===== src/rtl/neural_branch_tracker.sv =====
// Branch tracker between the perceptron predictor and execute:
// in-flight queue, speculative GHR, flush and training generation.
module neural_branch_tracker #(
  parameter int DEPTH    = 4,
  parameter int HIST_LEN = 16,
  parameter int SUM_W    = 10,
  parameter int THETA    = 24
) (
  input  logic                CLK,
  input  logic                RES,
  input  logic                pred_valid,
  output logic                pred_ready,
  input  logic [31:0]         pred_pc,
  input  logic                pred_taken,
  input  logic [SUM_W-1:0]    pred_sum,
  output logic [HIST_LEN-1:0] ghr,
  input  logic                res_valid,
  output logic                res_ready,
  input  logic                res_taken,
  input  logic [31:0]         res_target,
  output logic                flush_valid,
  output logic [31:0]         flush_pc,
  output logic                train_valid,
  input  logic                train_ready,
  output logic [31:0]         train_pc,
  output logic                train_taken,
  output logic [HIST_LEN-1:0] train_hist,
  output logic                err_underflow
);

  localparam int PW = $clog2(DEPTH);

  typedef struct packed {
    logic [31:0]         pc;
    logic                taken;
    logic [SUM_W-1:0]    sum;
    logic [HIST_LEN-1:0] hist;
  } ent_t;

  ent_t             q [DEPTH];
  ent_t             hd;
  logic [PW-1:0]    head;
  logic [PW-1:0]    tail;
  logic [PW:0]      count;
  logic             push;
  logic             res_fire;
  logic             pop;
  logic             mis;
  logic             low;
  logic             need_train;
  logic [SUM_W-1:0] mag;

  assign hd         = q[head];
  assign pred_ready = count < (PW+1)'(DEPTH);
  assign res_ready  = !train_valid | train_ready;
  assign push       = pred_valid & pred_ready;
  assign res_fire   = res_valid & res_ready;
  assign pop        = res_fire & (count != '0);
  assign mis        = pop & (hd.taken != res_taken);

  // Unsigned view of the negation makes the most negative sum 2^(SUM_W-1)
  assign mag = hd.sum[SUM_W-1] ? (~hd.sum + SUM_W'(1)) : hd.sum;
  assign low = mag <= SUM_W'(THETA);
  assign need_train = pop & (mis | low);

  always_ff @(posedge CLK) begin
    if (push)
      q[tail] <= '{pred_pc, pred_taken, pred_sum, ghr};
  end

  always_ff @(posedge CLK) begin
    if (!RES) begin
      head          <= '0;
      tail          <= '0;
      count         <= '0;
      ghr           <= '0;
      flush_valid   <= 1'b0;
      flush_pc      <= '0;
      train_valid   <= 1'b0;
      train_pc      <= '0;
      train_taken   <= 1'b0;
      train_hist    <= '0;
      err_underflow <= 1'b0;
    end else begin
      flush_valid <= mis;
      if (mis)
        flush_pc <= res_taken ? res_target : hd.pc + 32'd4;

      if (need_train) begin
        train_valid <= 1'b1;
        train_pc    <= hd.pc;
        train_taken <= res_taken;
        train_hist  <= hd.hist;
      end else if (train_ready) begin
        train_valid <= 1'b0;
      end

      if (res_fire && count == '0)
        err_underflow <= 1'b1;

      // A flush discards everything, including a same-cycle push
      if (mis) begin
        head  <= '0;
        tail  <= '0;
        count <= '0;
        ghr   <= {hd.hist[HIST_LEN-2:0], res_taken};
      end else begin
        if (push) begin
          tail <= tail + PW'(1);
          ghr  <= {ghr[HIST_LEN-2:0], pred_taken};
        end
        if (pop)
          head <= head + PW'(1);
        if (push && !pop)
          count <= count + (PW+1)'(1);
        else if (!push && pop)
          count <= count - (PW+1)'(1);
      end
    end
  end

endmodule


===== config.mk =====
export PLATFORM = sky130hd
export DESIGN_NAME = neural_branch_tracker
export DESIGN_NICKNAME = d
export VERILOG_FILES = /design/src/rtl/neural_branch_tracker.sv
export SDC_FILE = /design/constraint.sdc
export NUM_CORES = 1
export LEC_CHECK = 0
export CAP_MARGIN = 20
export CELL_PAD_IN_SITES_DETAIL_PLACEMENT = 0
export CELL_PAD_IN_SITES_GLOBAL_PLACEMENT = 2
export CORE_UTILIZATION = 41
export CTS_BUF_LIST = sky130_fd_sc_hd__clkbuf_8
export DETAILED_ROUTE_END_ITERATION = 12
export GPL_TIMING_DRIVEN = 0
export PLACE_DENSITY = 0.87
export SYNTH_ARGS = -nofsm -noshare
export SYNTH_HDL_FRONTEND = slang
export SYNTH_SLANG_ARGS = --single-unit

===== constraint.sdc =====
create_clock -name CLK -period 4 [get_ports CLK]
set_input_delay 0.8 -clock CLK [delete_from_list [all_inputs] [get_ports CLK]]
set_output_delay 0.8 -clock CLK [all_outputs]
set_load 0.01 [all_outputs]

Yosys cells after proc, flatten, opt, wreduce, memory -nomap -nowiden
Memory sizes are Yosys's and may differ from the RTL's. A register that Yosys moved wholly into a read port is not among the register bits.
Index checks and enable logic that the tools add are counted.
{ "totals": {"regBits": 107, "mem_bits_rw": 236, "inputBits": 81, "output_inout_bits": 102, "memories": 1} }
{ "mem_list": {"columns": ["name", "depth", "word_bits", "rd", "rd_ports_with_merged_regs", "write_ports", "line_no", "source"], "rows": [
  ["q", 4, 59, 1, 1, 1, "40", "ent_t q [DEPTH];"]
]} }
{ "classes": {"add_sub_neg": 6, "order_cmp": 2, "n_eq_ne": 1, "n_mux": 12, "bitwise_logic": 9, "reduce_logical": 12} }
{ "op_table": {"columns": ["op", "count"], "rows": [
  ["adder 32 x 3 -> 32 bit (second input constant)", 1],
  ["two-way mux 16 bit", 2],
  ["two-way mux 32 bit", 1],
  ["adder 10 x 1 -> 10 bit (second input constant)", 1],
  ["less-or-equal comparator 10 x 5 -> 1 bit (second input constant)", 1],
  ["two-way mux 10 bit", 1],
  ["NOT 10 bit", 1],
  ["two-way mux 3 bit", 2],
  ["nonzero test 2 bit", 3],
  ["AND 1 bit", 5],
  ["adder 2 x 1 -> 2 bit (second input constant)", 2],
  ["two-way mux 1 bit", 4],
  ["two-way mux 2 bit", 2],
  ["adder 3 x 1 -> 3 bit (second input constant)", 1],
  ["logical AND 1 bit", 3],
  ["zero test 1 bit", 3],
  ["zero test 3 bit", 1],
  ["< comparator 3 bit (second input constant)", 1],
  ["nonzero test 3 bit", 1],
  ["subtractor 3 x 1 -> 3 bit (second input constant)", 1],
  ["bitwise OR 1 bit", 2],
  ["OR reduction 2 bit", 1],
  ["inequality test 1 bit", 1],
  ["NOT 1 bit", 1]
]} }

Logic depth before layout (Yosys ltp)
{ "depth": {"ltp_word": 8, "mapped_depth": 11, "mapped_depth_nobuf": 10} }

Worst setup path before layout
No wires, ideal clock.
{ "synth_timing": {"kind": "input to register", "from": "input port pred_valid", "to": "memory q[1][0] (netlist bit) (enable)", "setup_ps": 423, "arrival_time_ps": 2807, "required_ps": 3577, "setup_slack_ps": 770, "path_stages": 4, "path_cell_list": "nand2_1 -> inv_1 -> buf_1 -> and2_1"} }
{ "synth_via": {"elab_chain_len": 3} }
{ "synth_lines": {"columns": ["item", "line_no", "source"], "rows": [
  ["start: declaration", "11", "input logic pred_valid,"],
  ["AND 1 bit", "56", "assign push = pred_valid & pred_ready;"],
  ["net push", "45", "logic push;"],
  ["two-way mux 1 bit", "67", "if (push)"],
  ["two-way mux 1 bit (implied by the code)", "68", "q[tail] <= '{pred_pc, pred_taken, pred_sum, ghr};"],
  ["end: declaration", "40", null]
]} }
The timed path passes the listed nets, and every way through them passes these cells.

==> reports/metrics.csv <==
metric,value,unit
status,"complete, no violations",
worstHoldPathType,register to register,
fmax,0.344,GHz
tightest_slew,770,ps
worstPathCellList,buf_2 -> buf_2 -> mux4_2 -> o211ai_1 -> a31o_1 -> buf_2 -> buf_4 -> mux2i_1 -> nor2_1,
viasPerCell,5.20,
final_util,52.6,%
drt-pass1-iter-count,5,
antennaDiodeCount,0,
dieArea,33700,um^2
max_stage_delay,400,ps
netlist_top_cells_count,"edfxtp_1, dfxtp_1, nor2_1",
synth_top_area_share,52.5,%
dr.first_iter.drc_count,524,
routed_wl,34.0,mm
synth.cell_area,13500,um^2
max-slew-margin-rel,48.3,%
synthTopCellsByArea,"edfxtp_1, dfxtp_1, mux4_2",
clockBufferDepth,3,
required,4460,ps
cp_top_family,buffers and inverters,
total_power,10400,uW
clk_pin_slew_worst_paths,60,ps
rows,66,
synth.most_common_cell,edfxtp_1,
final-setup-viol-count,0,
antenna_left,0,
synth_cells,868,
synth_largest_area_cell,edfxtp_1,
io_pins,183,
fin_crit,2910,ps
place_hpwl,23.1,mm
drv_slew,0,
ctsResizeCount,0,
ctsHtreeMaxLevel,2,
area_growth,26.5,%
async_flop_share,0,%
avgRoutedWirePerCell,21.3,um
die_x,183,um
die_height,183,um
fin_setup_tns,0,ps
nNetsFinal,1200,
antenna_found_initial,1,
grt_setup_unrepaired,no,
crit_path_start_kind,register,
drive_gt1_share,14.0,%
power_density,611,nW/um^2
cts_hold_buffers,0,
drv_cap,0,
clk_latency,610,ps
drc,0,
gp_congestion,0.761,
ys_types,50,
numPortBuffers,182,
worst-path-max-fanout,10,
start_util,41.6,%
cp_num_buf_inv,4,
dr_total_vias,8317,
fillers,2742,
finalCritPeriodShare,72.6,%
synthFlopType,edfxtp_1,
cts_root_buf,clkbuf_8,
grt_first_pass_wirelength,50.7,mm
ys_ff_latch,345,
yosysWarnings,0,
crit_arrival,3370,ps
synth_nets,956,
p_leak,0.00610,uW
end_kind,register,
seq_area_frac_synth,68.7,%
grt_pass1_vias,8444,
critPathMostFrequentCell,buf_2,
critical_path_class,register to register,
cts_inserted_buffers,56,
clock_sinks,345,
post_cts_buffers,0,
track_usage,20.5,%
syn_area_per_cell,15.6,um^2
ir_worst_vdd,0.336,mV
hold_viol_final,0,
crit_path_top_delay_cell,buf_2,
synth_edf_count,236,
grt_max_degree,37,
tritoncts,done,
finClkSkew,28.5,ps
floorplan.core_area,32500,um^2
grt.overflow.total,0,
[through the flow]
stage | instances | setup WS, ps | cell area, um^2 | hold WS, ps
after detailed placement | 1496 | 562 | 16000 | 460
final | 1600 | 1090 | 17100 | 465
after CTS | 1600 | 1080 | 17100 | 473
after global routing | 1600 | 843 | 17100 | 485
after global placement | 1492 | -1340 | 15900 | 453
after floorplan | 868 | 770 | 13500 | 469
[where the power goes]
group	internal (uW)	switching, uW	total (uW)
logic	1300	1500	2790
clock network	1590	1390	2990
registers	4400	262	4660
total	7290	3150	10400
[cell type report]
| cell class | instances | area, um^2 | area share [%] |
|---|---|---|---|
| flip-flops and latches | 345 | 9270 | 54.3 |
| well taps | 442 | 553 | 3.24 |
| multi-input cells | 466 | 3960 | 23.2 |
| repair buffers | 186 | 1910 | 11.2 |
| clock buffers | 57 | 785 | 4.59 |
| plain buffers | 45 | 241 | 1.41 |
| clock inverters | 47 | 319 | 1.87 |
| inverters | 12 | 45.0 | 0.264 |
[cells by family (layout without fill, tap and decap cells)]
logic type	after synthesis	count (layout)	share of synthesized area, %
mux	113	113	13.9
fa+ha+maj	7	7	0.704
flops	345	345	68.7
xor+xnor	34	34	2.21
simple gates	226	226	8.23
buf+inv	57	347	2.12
compound gates	86	86	4.17
[worst paths after layout]
check	startpoint	end	slack (ps)	cells after the start
setup / recovery	register	train_pc[25]	1090	9
setup reg to reg	register	train_pc[25]	1090	9
hold / removal	err_underflow	err_underflow	460	2
hold reg to reg	err_underflow	err_underflow	460	2
[worst register-to-register path, stage by stage (launching register included)]
cell      delay [ps]
dfxtp_1          350
buf_2            340
buf_2            400
mux4_2           390
o211ai_1         340
a31o_1           200
buf_2            180
buf_4            280
mux2i_1          230
nor2_1            50
[layout by cell type (no fill, tap or decap), types with 3 or more instances in the layout]
cell type        instances
nor3b_2                  3
nor3_1                  13
ha_1                     6
nor2_1                  90
and2_1                   5
mux4_1                   9
clkinv_1                14
buf_12                   4
clkbuf_1                19
buf_4                    7
bufinv_16                4
clkbuf_8                57
o22ai_1                 15
xor2_1                  14
and4_1                   5
and2_4                   4
mux4_2                  48
clkinv_2                 7
o211ai_1                 5
clkdlybuf4s50_1        182
nand2_1                 63
inv_1                   29
o21ai_0                  9
buf_1                    4
dfxtp_1                109
buf_2                   12
xnor2_1                 20
and3_1                  16
a21oi_1                 27
edfxtp_1               236
mux2i_1                 56
a311oi_1                18
nand3_1                 14
[flip-flops by register name, indices dropped and copies added, names as in the netlist, named ones only]
register and cells:
q 236, flush_pc 32, train_pc 32, ghr 16, train_hist 16, count 3, head 2, tail 2
err_underflow 1, flush_valid 1, train_taken 1, train_valid 1
[per-layer routing]
layer  share of wire [%]  global-route usage [%]
met1                  44                    28.0
met2                  48                    33.7
met3                 6.3                    3.78
met4                 2.1                    5.67
met5               0.038                       0
(Power assumes the default switching activity.)
